--- src/rtl/mem_arbiter_pkg.sv ---
// mem_arbiter shared types: in-flight tag encoding, bus width, grant bundle.
// Optional round-robin contest resolution is enabled by ARB_ROUND_ROBIN_EN.
package mem_arbiter_pkg;

  localparam int XLEN = 32;

  typedef enum logic [1:0] {
    IDLE   = 2'd0,
    INFL_I = 2'd1,
    INFL_D = 2'd2
  } infl_t;

  typedef struct packed {
    logic i;
    logic d;
  } gnt_t;

endpackage

--- src/rtl/mem_arbiter_if.sv ---
// mem_arbiter bus bundle: fetch port, data port, stall and memory port.
// The arbiter takes the slave view; the CPU/memory side takes master.
interface mem_arbiter_if;
  import mem_arbiter_pkg::*;

  logic            i_ce;
  logic [XLEN-1:0] i_addr;
  logic [XLEN-1:0] i_data;
  logic            i_ack;
  logic            d_ce;
  logic            d_we;
  logic [XLEN-1:0] d_addr;
  logic [XLEN-1:0] d_wdata;
  logic [XLEN-1:0] d_rdata;
  logic            d_ack;
  logic            stall;
  logic            m_ce;
  logic            m_we;
  logic [XLEN-1:0] m_addr;
  logic [XLEN-1:0] m_wdata;
  logic [XLEN-1:0] m_rdata;

  modport slave (
    input  i_ce, i_addr,
    input  d_ce, d_we, d_addr, d_wdata,
    input  m_rdata,
    output i_data, i_ack,
    output d_rdata, d_ack,
    output stall,
    output m_ce, m_we, m_addr, m_wdata
  );

  modport master (
    output i_ce, i_addr,
    output d_ce, d_we, d_addr, d_wdata,
    output m_rdata,
    input  i_data, i_ack,
    input  d_rdata, d_ack,
    input  stall,
    input  m_ce, m_we, m_addr, m_wdata
  );

endinterface

--- src/rtl/mem_arbiter_arb_pick.sv ---
// arb_pick: one-hot grant between fetch and data requests.
// prio_d_i selects the winner only when both requests are eligible.
module arb_pick
  import mem_arbiter_pkg::*;
(
  input  logic fe_req_i,
  input  logic da_req_i,
  input  logic prio_d_i,
  output gnt_t gnt_o
);

  always_comb begin
    gnt_o = '0;
    unique case (1'b1)
      (fe_req_i & da_req_i): begin
        gnt_o.d = prio_d_i;
        gnt_o.i = ~prio_d_i;
      end
      (da_req_i & ~fe_req_i): gnt_o.d = 1'b1;
      (fe_req_i & ~da_req_i): gnt_o.i = 1'b1;
      default: ;
    endcase
  end

endmodule

--- src/rtl/mem_arbiter.sv ---
// mem_arbiter: fetch/data arbiter for a single-port synchronous memory.
// ARB_ROUND_ROBIN_EN: contested grants alternate; otherwise data wins.
module mem_arbiter
  import mem_arbiter_pkg::*;
(
  input  logic         clk,
  input  logic         rst,
  mem_arbiter_if.slave bus
);

  infl_t           tag_q, tag_d;
  logic [XLEN-1:0] idata_q, drdata_q;
  logic            i_ack, d_ack;
  logic            i_elig, d_elig;
  logic            prio_d;
  gnt_t            gnt;

  assign i_ack  = (tag_q == INFL_I) & ~rst;
  assign d_ack  = (tag_q == INFL_D) & ~rst;

  // The requester being acked cannot be re-granted in that cycle.
  assign i_elig = bus.i_ce & ~rst & (tag_q != INFL_I);
  assign d_elig = bus.d_ce & ~rst & (tag_q != INFL_D);

  arb_pick u_pick (
    .fe_req_i (i_elig),
    .da_req_i (d_elig),
    .prio_d_i (prio_d),
    .gnt_o    (gnt)
  );

`ifdef ARB_ROUND_ROBIN_EN
  logic ptr_q, ptr_d;

  assign prio_d = ptr_q;

  // Favour the loser of the last contest; uncontested grants leave it.
  always_comb begin
    ptr_d = ptr_q;
    if (i_elig & d_elig) ptr_d = gnt.i;
  end

  always_ff @(posedge clk) begin
    if (rst) ptr_q <= 1'b1;
    else     ptr_q <= ptr_d;
  end
`else
  assign prio_d = 1'b1;
`endif

  always_comb begin
    tag_d = IDLE;
    unique case (1'b1)
      gnt.i:   tag_d = INFL_I;
      gnt.d:   tag_d = INFL_D;
      default: tag_d = IDLE;
    endcase
  end

  always_ff @(posedge clk) begin
    if (rst) begin
      tag_q    <= IDLE;
      idata_q  <= '0;
      drdata_q <= '0;
    end else begin
      tag_q <= tag_d;
      if (i_ack) idata_q  <= bus.m_rdata;
      if (d_ack) drdata_q <= bus.m_rdata;
    end
  end

  assign bus.m_ce    = gnt.i | gnt.d;
  assign bus.m_we    = gnt.d & bus.d_we;
  assign bus.m_addr  = gnt.d ? bus.d_addr :
                       (gnt.i ? bus.i_addr : '0);
  assign bus.m_wdata = gnt.d ? bus.d_wdata : '0;

  assign bus.i_ack   = i_ack;
  assign bus.d_ack   = d_ack;
  assign bus.i_data  = i_ack ? bus.m_rdata : idata_q;
  assign bus.d_rdata = d_ack ? bus.m_rdata : drdata_q;

  assign bus.stall = (bus.i_ce & ~gnt.i & ~i_ack) |
                     (bus.d_ce & ~gnt.d & ~d_ack);

endmodule

--- src/flat_wrapper.sv ---
// flat-port wrapper written by rule: the top's interface ports become plain ports
module mem_arbiter_flat import mem_arbiter_pkg::*;
  (clk, rst, bus_i_ce, bus_i_addr, bus_d_ce, bus_d_we, bus_d_addr, bus_d_wdata, bus_m_rdata, bus_i_data, bus_i_ack, bus_d_rdata, bus_d_ack, bus_stall, bus_m_ce, bus_m_we, bus_m_addr, bus_m_wdata);
  mem_arbiter_if bus_i ();
  input  logic clk;
  input  logic rst;
  input wire logic [$bits(bus_i.i_ce)-1:0] bus_i_ce;
  input wire logic [$bits(bus_i.i_addr)-1:0] bus_i_addr;
  input wire logic [$bits(bus_i.d_ce)-1:0] bus_d_ce;
  input wire logic [$bits(bus_i.d_we)-1:0] bus_d_we;
  input wire logic [$bits(bus_i.d_addr)-1:0] bus_d_addr;
  input wire logic [$bits(bus_i.d_wdata)-1:0] bus_d_wdata;
  input wire logic [$bits(bus_i.m_rdata)-1:0] bus_m_rdata;
  output wire logic [$bits(bus_i.i_data)-1:0] bus_i_data;
  output wire logic [$bits(bus_i.i_ack)-1:0] bus_i_ack;
  output wire logic [$bits(bus_i.d_rdata)-1:0] bus_d_rdata;
  output wire logic [$bits(bus_i.d_ack)-1:0] bus_d_ack;
  output wire logic [$bits(bus_i.stall)-1:0] bus_stall;
  output wire logic [$bits(bus_i.m_ce)-1:0] bus_m_ce;
  output wire logic [$bits(bus_i.m_we)-1:0] bus_m_we;
  output wire logic [$bits(bus_i.m_addr)-1:0] bus_m_addr;
  output wire logic [$bits(bus_i.m_wdata)-1:0] bus_m_wdata;
  assign bus_i.i_ce = bus_i_ce;
  assign bus_i.i_addr = bus_i_addr;
  assign bus_i.d_ce = bus_d_ce;
  assign bus_i.d_we = bus_d_we;
  assign bus_i.d_addr = bus_d_addr;
  assign bus_i.d_wdata = bus_d_wdata;
  assign bus_i.m_rdata = bus_m_rdata;
  assign bus_i_data = bus_i.i_data;
  assign bus_i_ack = bus_i.i_ack;
  assign bus_d_rdata = bus_i.d_rdata;
  assign bus_d_ack = bus_i.d_ack;
  assign bus_stall = bus_i.stall;
  assign bus_m_ce = bus_i.m_ce;
  assign bus_m_we = bus_i.m_we;
  assign bus_m_addr = bus_i.m_addr;
  assign bus_m_wdata = bus_i.m_wdata;
  mem_arbiter u_core (.clk(clk), .rst(rst), .bus(bus_i));
endmodule
--- config.mk ---
export PLATFORM = sky130hd
export DESIGN_NAME = mem_arbiter_flat
export DESIGN_NICKNAME = d
export VERILOG_FILES = /design/src/rtl/mem_arbiter_pkg.sv /design/src/rtl/mem_arbiter_if.sv /design/src/rtl/mem_arbiter_arb_pick.sv /design/src/rtl/mem_arbiter.sv /design/src/flat_wrapper.sv
export SDC_FILE = /design/constraint.sdc
export NUM_CORES = 1
export LEC_CHECK = 0
export CAP_MARGIN = 20
export CORE_AREA = 2 2 102 104
export DETAILED_ROUTE_END_ITERATION = 10
export DIE_AREA = 0 0 104 106
export DONT_BUFFER_PORTS = 1
export MAX_ROUTING_LAYER = met4
export REMOVE_ABC_BUFFERS = 1
export SLEW_MARGIN = 40
export SYNTH_ARGS = -nofsm -noshare
export SYNTH_HDL_FRONTEND = slang
export SYNTH_HIERARCHICAL = 1
export SYNTH_SLANG_ARGS = --single-unit
export TNS_END_PERCENT = 10
--- constraint.sdc ---
create_clock -name clk -period 2.5 [get_ports clk]
set_input_delay 0.25 -clock clk [delete_from_list [all_inputs] [get_ports clk]]
set_output_delay 0.25 -clock clk [all_outputs]
set_load 0.05 [all_outputs]
# Word-level counts from Yosys, hierarchy flattened
# Cells that the tools add are included.
dict set report totals {
  regBits 66
  inputBits 133
  output_inout_bits 133
  wordCells 39
}
dict set report op_classes {
  n_eq_ne 4
  muxes 8
  bitwise_logic 23
  n_reduce_logical 1
}
# cell n
set op_table {}
lappend op_table {{$mux 32} 5}
lappend op_table {{$and 1x1->1} 14}
lappend op_table {{$not 1->1} 7}
lappend op_table {{$pmux 2 s2} 1}
lappend op_table {{$eq 2x1->1 const B} 1}
lappend op_table {{$eq 2x2->1 const B} 1}
lappend op_table {{$mux 1} 2}
lappend op_table {{$ne 2x1->1 const B} 1}
lappend op_table {{$ne 2x2->1 const B} 1}
lappend op_table {{$or 1x1->1} 2}
lappend op_table {{$reduce_or 2->1} 1}

# Depth between registers and ports, before layout
# Gate-level depths: netlist of the first run.
dict set report logic_depth {
  word_depth 11
  depth_mapped 10
  mapped_depth_nobuf 5
}

# Hierarchy
# The synthesis of the first run kept the hierarchy.
# module n_inst cells_each area_each_um2
set by_module_without_submodules {}
lappend by_module_without_submodules {mem_arbiter 1 445 3965.1}
lappend by_module_without_submodules {arb_pick 1 3 18.8}

# Worst setup path after synthesis of the first run
# Ideal clock, no wire load.
dict set report synth_path {
  path_kind {reg-to-output}
  start {register u_core.tag_q[0]}
  end {output bus_stall}
  t_arrival_ns 2.417
  t_required_ns 2.250
  setup_slack_ns -0.167
  stages_incl_launch_ff 7
  n_path_buf 2
  path_cell_list {dfxtp_1 -> and2b_1 -> buf_2 -> buf_2 -> nor3b_1 -> a21boi_0 -> o32ai_1}
}
# element line_no
set synth_rtl {}
lappend synth_rtl {{start, declared} mem_arbiter.sv:11} ;# infl_t tag_q, tag_d;
lappend synth_rtl {{start signal, assigned} mem_arbiter.sv:66} ;# tag_q <= tag_d;
lappend synth_rtl {{end, declared} flat_wrapper.sv:18} ;# output wire logic [$bits(bus_i.stall)-1:0] bus_stall;

==> impl_metrics.py, run 1 <==
metrics = {
    "outcome": {
        "status": "finished clean",
    },
    "route": {
        "vias": 3370,
        "antenna_left": 0,
        "remaining_drc_errors": 0,
        "vias_per_cell": 5.22,
        "drt-initial-drc-count": 221,
        "wl_per_cell_um": 20.1,
        "routed_wl_um": 13000,
        "drt_first_pass_iters": 4,
    },
    "clock_tree": {
        "post_cts_buffers": 0,
        "path_clk_slew_ns": 0.07,
        "cts_buffer_depth": 2,
        "cts_tree": "yes",
        "clk_latency_ns": 0.35,
        "numClockSinks": 66,
        "ctsRootBufferMaster": "clkbuf_8",
        "cts_buffers": 9,
        "htree_levels": 3,
    },
    "floorplan": {
        "coreArea_sq_um": 10000,
        "die_h_um": 106,
        "dieArea_sq_um": 11000,
        "initial_utilization": 0.398,
        "fp-row-count": 37,
        "dieWidth_um": 104,
        "pin_count": 266,
    },
    "yosys": {
        "synth_top_area_frac": 0.332,
        "synth_area_leader_cell": "dfxtp_1",
        "synth_enable_flop_cells": 0,
        "async_reset_ff_frac": 0,
        "synthFlopType": "dfxtp_1",
        "netlist_area_sq_um": 3980,
        "yosysSeqAreaShare": 0.332,
        "yosysUniqueCellTypes": 25,
        "ys_ff_latch": 66,
        "synth_commonest_cells": "nand2_1, dfxtp_1, a21oi_1",
        "synth_most_common_cell": "nand2_1",
        "yosysWarningCount": 6,
        "synthTopCellsByArea": "dfxtp_1, mux2_4, nand2_1, a21oi_1, a22o_1",
        "synth_area_per_cell_sq_um": 8.89,
        "syn_inst": 448,
    },
    "flow_run": {
        "cap_violations": 0,
    },
    "sta": {
        "fin_skew_ns": 0.00973,
        "finalSetupViolCount": 0,
        "finalHoldViolCount": 0,
        "rsz0062_at_grt": "no",
        "fmax_ghz": 0.424,
        "period_needed_ns": 2.36,
        "final.setup.tns_ns": 0,
        "hold_ws_ns": 0.0251,
        "slew_violations": 0,
        "worst_slack_ns": 0.142,
        "min_period_over_period": 0.943,
    },
    "final_layout": {
        "regArea_sq_um": 1320,
        "multi_input_area_sq_um": 2400,
        "fin_nets": 631,
        "postLayoutCoreUtil": 0.561,
        "filler_cell_count": 874,
        "area_delta_synth_final_pct": 40.9,
        "drive_gt1_frac": 0.334,
        "instances_no_fill": 645,
    },
    "critical_path": {
        "setup.worst_path.class": "reg -> out",
        "worstPathMaxFanout": 68,
        "start_kind": "register",
        "worst_ep_arrival_time_ns": 2.11,
        "worst_setup_path_end_kind": "output pin",
        "worstPathRequired_ns": 2.25,
    },
    "placed_design": {
        "port-buffer-count": 0,
        "place_inst": 622,
        "place.detailed.hpwl_um": 9750,
        "place_ws_ns": 0.278,
        "gp_congestion": 0.756,
    },
    "worst_hold_path": {
        "hold_path_class": "in -> reg",
    },
    "global_route": {
        "first_global_vias": 3474,
        "grt_pass1_wl_um": 19700,
        "grt_max_degree": 69,
        "grt_use_total": 0.236,
        "grt_antenna_before_repair": 6,
        "grt_overflow": 0,
    },
    "power": {
        "peakVddDrop_mv": 0.202,
        "power_density_nw_per_um2": 549,
        "leakagePower_uw": 0.00218,
    },
}
-- through the flow --
step                instance area [sq um]  power [uW]
detailed placement                   5330        2090
global route                         5610        3170
global placement                     5330        2080
finish                               5610        3080
floorplan                            3690        1740
CTS                                  5580        3100
-- worst max-delay path: stages, from the launching register on --
cell and delay [ns]:
dfxtp_1 0.35, and2b_1 0.21, nor3b_2 0.23, a21boi_4 0.26
buf_12 0.25, a22o_1 0.27, buf_12 0.16
-- cell usage in the layout, fill, tap and decap left out, types with 8 or more instances in the layout --
cell / Yosys / final
a21oi_1: 64 / 64
buf_12: 6 / 69
and2_1: 33 / 33
nand2_1: 128 / 128
clkbuf_8: 0 / 10
mux2_4: 56 / 56
a22o_1: 32 / 32
buf_4: 1 / 10
dfxtp_1: 66 / 66
mux2_2: 8 / 8
-- path summary, 6_finish.rpt --
| path | slack [ns] | to | cells past startpoint | start |
|---|---|---|---|---|
| max | 0.14 | bus_m_addr[17] | 6 | u_core/tag_q[0] |
| min | 0.03 | u_core/drdata_q[3] | 2 | bus_m_rdata[3] |
| max reg2reg | 0.97 | u_core/tag_q[1] | 5 | u_core/tag_q[0] |
| min reg2reg | 0.46 | u_core/drdata_q[6] | 2 | u_core/drdata_q[6] |
-- kinds of logic (layout without fill, tap and decap cells) --
kind of cell	Yosys count	after routing	share of synthesized area
muxes	64	64	0.234
and+or+nand+nor	174	174	0.200
other	1	8	0.000941
AOI/OAI and AO/OA	99	99	0.157
buffers and inverters	44	98	0.0766
DFF	66	66	0.332
-- sequential cells by signal (all words and copies together), names as in the netlist --
signal and cells:
u_core/drdata_q 32, u_core/tag_q 2, u_core/idata_q 32
-- report_power, final --
part	leakage (uW)	switching, uW	internal, uW
logic	0.00153	604	383
clock network	0.000109	408	585
registers	0.000536	17.8	1090
total	0.00218	1030	2050
-- layout make-up --
type | instances | share of cell area
Multi-Input combinational cell | 339 | 0.427
Timing Repair Buffer | 80 | 0.264
Sequential cell | 66 | 0.235
Tap cell | 136 | 0.0303
Clock buffer | 11 | 0.0252
Clock inverter | 5 | 0.0138
Antenna cell | 6 | 0.00267
Inverter | 2 | 0.00134
-- metal layers --
metal  global-route usage  wire, um  vias to the layer above
li1                     -         -                     1611
met1                0.235      4550                     1560
met2                0.427      6970                      173
met3               0.0815      1170                       26
met4               0.0878       301                        0
met5                    -         0                        -
-- timing repair --
item	4_1_cts	5_1_grt
resized for setup	3	4
hold buffers	1	0
hold endpoints to repair	66	0
endpoints found under the setup margin	32	33
Note: power is estimated with default switching activity, not from simulation.
==> run 2, diff against run 1 <==
Settings changed: CORE_AREA 2 2 102 104 to 2 2 105 107, DIE_AREA 0 0 104 106 to 0 0 107 109, SYNTH_HIERARCHICAL 1 to unset.
==> run 2 against run 1 <==
Via count fell by 13%. First-iteration DRC count decreased by 34%. Routed wire length down 8.0%. Critical path type unchanged. Non-clock buffer count down 36. Critical endpoint is now bus_m_addr[18]. Sequential power is essentially flat. Cell area fell by 22%. Largest cell class unchanged. Combinational power shrank 23%. Core utilization down 15 points. Largest power group unchanged. Critical path depth fell by 2.
==> impl_metrics.py, run 2 <==
metrics = {
    "outcome": {
        "status": "finished clean",
    },
    "critical_path": {
        "worst_ep_arrival_time_ns": 2.16,
        "setup.worst_path.class": "reg -> out",
        "crit_buf_inv": 1,
        "worstPathCellList": "or2b_2 > o21a_4 > o31ai_2 > buf_4",
        "start_kind": "register",
        "worst_setup_path_end_kind": "output pin",
        "ff2ff_setup_slack_ns": 0.61,
        "worstPathRequired_ns": 2.25,
        "crit_family": "compound AO/OA/AOI/OAI gates",
        "slowest_delay_ns": 0.44,
        "cp_slowest_cell": "o31ai_2",
        "worstPathMaxFanout": 33,
    },
    "final_layout": {
        "drive_gt1_frac": 0.402,
        "fin_nets": 526,
        "area_delta_synth_final_pct": 19.1,
        "multi_input_area_sq_um": 2330,
        "regArea_sq_um": 1320,
        "post-route-cell-area_sq_um": 4390,
        "final_cell_mix": "dfxtp_1, and2b_1, buf_4",
        "filler_cell_count": 1059,
        "top_regs": "u_core.drdata_q x32, u_core.idata_q x32, u_core.tag_q x2",
        "final_common_cell": "dfxtp_1",
    },
    "power": {
        "peakVddDrop_mv": 0.253,
        "combPwrFrac": 0.276,
        "switchingPower_uw": 963,
        "leakagePower_uw": 0.00208,
        "clkPwrFrac": 0.329,
        "intPower_uw": 1790,
        "power_density_nw_per_um2": 627,
        "sw_frac_of_total": 0.350,
        "p_seq_frac": 0.395,
    },
    "sta": {
        "slew_violations": 0,
        "worst_slew_pin_slew_ns": 0.585,
        "finalSetupViolCount": 0,
        "max_slew_margin": 0.610,
        "finalHoldViolCount": 0,
        "min_period_over_period": 0.962,
        "rsz0062_at_grt": "no",
        "fin_skew_ns": 0.00496,
        "fmax_ghz": 0.416,
        "final.setup.tns_ns": 0,
        "period_needed_ns": 2.41,
    },
    "yosys": {
        "synth_most_common_cell": "dfxtp_1",
        "syn_inst": 376,
        "ys_ff_latch": 66,
        "synthTopCellsByArea": "dfxtp_1, and2b_1, mux2_4, mux2_2, o31ai_1",
        "yosysUniqueCellTypes": 23,
        "yosysSeqAreaShare": 0.358,
        "synth_enable_flop_cells": 0,
        "synth_top_area_frac": 0.358,
        "synthFlopType": "dfxtp_1",
        "synth_area_leader_cell": "dfxtp_1",
        "synth_area_per_cell_sq_um": 9.81,
        "async_reset_ff_frac": 0,
        "netlist_area_sq_um": 3690,
        "yosysWarningCount": 0,
        "synth_commonest_cells": "dfxtp_1, and2b_1, mux2_2",
    },
    "route": {
        "routed_wl_um": 12000,
        "drt_first_pass_iters": 4,
        "wl_per_cell_um": 22.1,
        "remaining_drc_errors": 0,
        "antenna_left": 0,
        "vias": 2918,
        "drt-initial-drc-count": 145,
        "vias_per_cell": 5.39,
    },
    "clock_tree": {
        "htree_levels": 3,
        "numClockSinks": 66,
        "ctsRootBufferMaster": "clkbuf_8",
        "post_cts_buffers": 0,
        "cts_buffers": 9,
        "cts_tree": "yes",
        "clk_latency_ns": 0.34,
        "cts_resized": 0,
        "path_clk_slew_ns": 0.07,
        "cts_buffer_depth": 2,
    },
    "placed_design": {
        "port-buffer-count": 0,
        "placed_area_sq_um": 4170,
        "place.detailed.hpwl_um": 9130,
        "gp_congestion": 0.941,
    },
    "global_route": {
        "first_global_vias": 2760,
        "grt_use_total": 0.198,
        "grt_antenna_before_repair": 3,
        "grt_max_degree": 97,
        "grt_pass1_wl_um": 16600,
        "grt_overflow": 0,
    },
    "worst_hold_path": {
        "hold_path_class": "in -> reg",
    },
    "flow_run": {
        "cap_violations": 0,
    },
    "floorplan": {
        "dieWidth_um": 107,
        "fp-row-count": 38,
        "coreArea_sq_um": 10600,
        "dieArea_sq_um": 11700,
        "initial_utilization": 0.348,
        "die_h_um": 109,
        "pin_count": 266,
    },
}
==> run 2: cell type report <==
| type | count | area share |
|---|---|---|
| Clock buffer | 12 | 0.0353 |
| Antenna cell | 3 | 0.00171 |
| Sequential cell | 66 | 0.301 |
| Multi-Input combinational cell | 272 | 0.529 |
| Clock inverter | 4 | 0.0114 |
| Tap cell | 140 | 0.0399 |
| Timing Repair Buffer | 44 | 0.0815 |
==> run 2: timing repair <==
item,in CTS,in global routing
hold buffers,1,0
hold endpoints to repair,7,0
setup endpoints to repair,0,0
==> run 2: layer usage <==
| metal | track usage | routed length (um) | vias up |
|---|---|---|---|
| met5 | - | 0 | - |
| met4 | 0.0826 | 280 | 0 |
| met3 | 0.0687 | 1280 | 16 |
| met2 | 0.322 | 5810 | 165 |
| met1 | 0.222 | 4590 | 1398 |
| li1 | - | - | 1339 |
==> run 2: logic make-up (layout without fill, tap and decap cells) <==
| family | Yosys count | after routing | synth area share |
|---|---|---|---|
| multiplexers | 64 | 64 | 0.225 |
| buffers and inverters | 38 | 60 | 0.0604 |
| AND/OR/NAND/NOR | 172 | 172 | 0.285 |
| AO/OA/AOI/OAI | 36 | 36 | 0.0712 |
| flip-flops | 66 | 66 | 0.358 |
| other | 0 | 3 | 0 |
==> run 2: power groups by stage <==
stage	clock (uW)	sequential, uW	combinational, uW
global placement	0	1110	754
finish	905	1090	760
global route	987	1090	787
detailed placement	0	1110	760
floorplan	0	1110	597
CTS	942	1090	765
==> run 2: final timing paths <==
kind | to | depth (start not counted) | startpoint
min | u_core.tag_q[0] | 1 | bus_i_ce
max reg2reg | u_core.idata_q[31] | 4 | u_core.tag_q[0]
min reg2reg | u_core.idata_q[14] | 2 | u_core.idata_q[14]
max | bus_m_addr[18] | 4 | u_core.tag_q[1]
==> run 2: through the flow <==
step / setup slack, ns / hold slack [ns] / instances / utilization / power [uW]
after floorplan: -0.756 / 0.322 / 338 / - / 1710
after global placement: 0.308 / 0.337 / 521 / 0.393 / 1870
after detailed placement: 0.462 / 0.337 / 521 / 0.393 / 1870
after CTS: 0.0758 / 0.0525 / 538 / 0.414 / 2800
after global routing: 0.0270 / 0.0551 / 541 / 0.414 / 2860
final: 0.0949 / 0.0854 / 541 / 0.414 / 2750
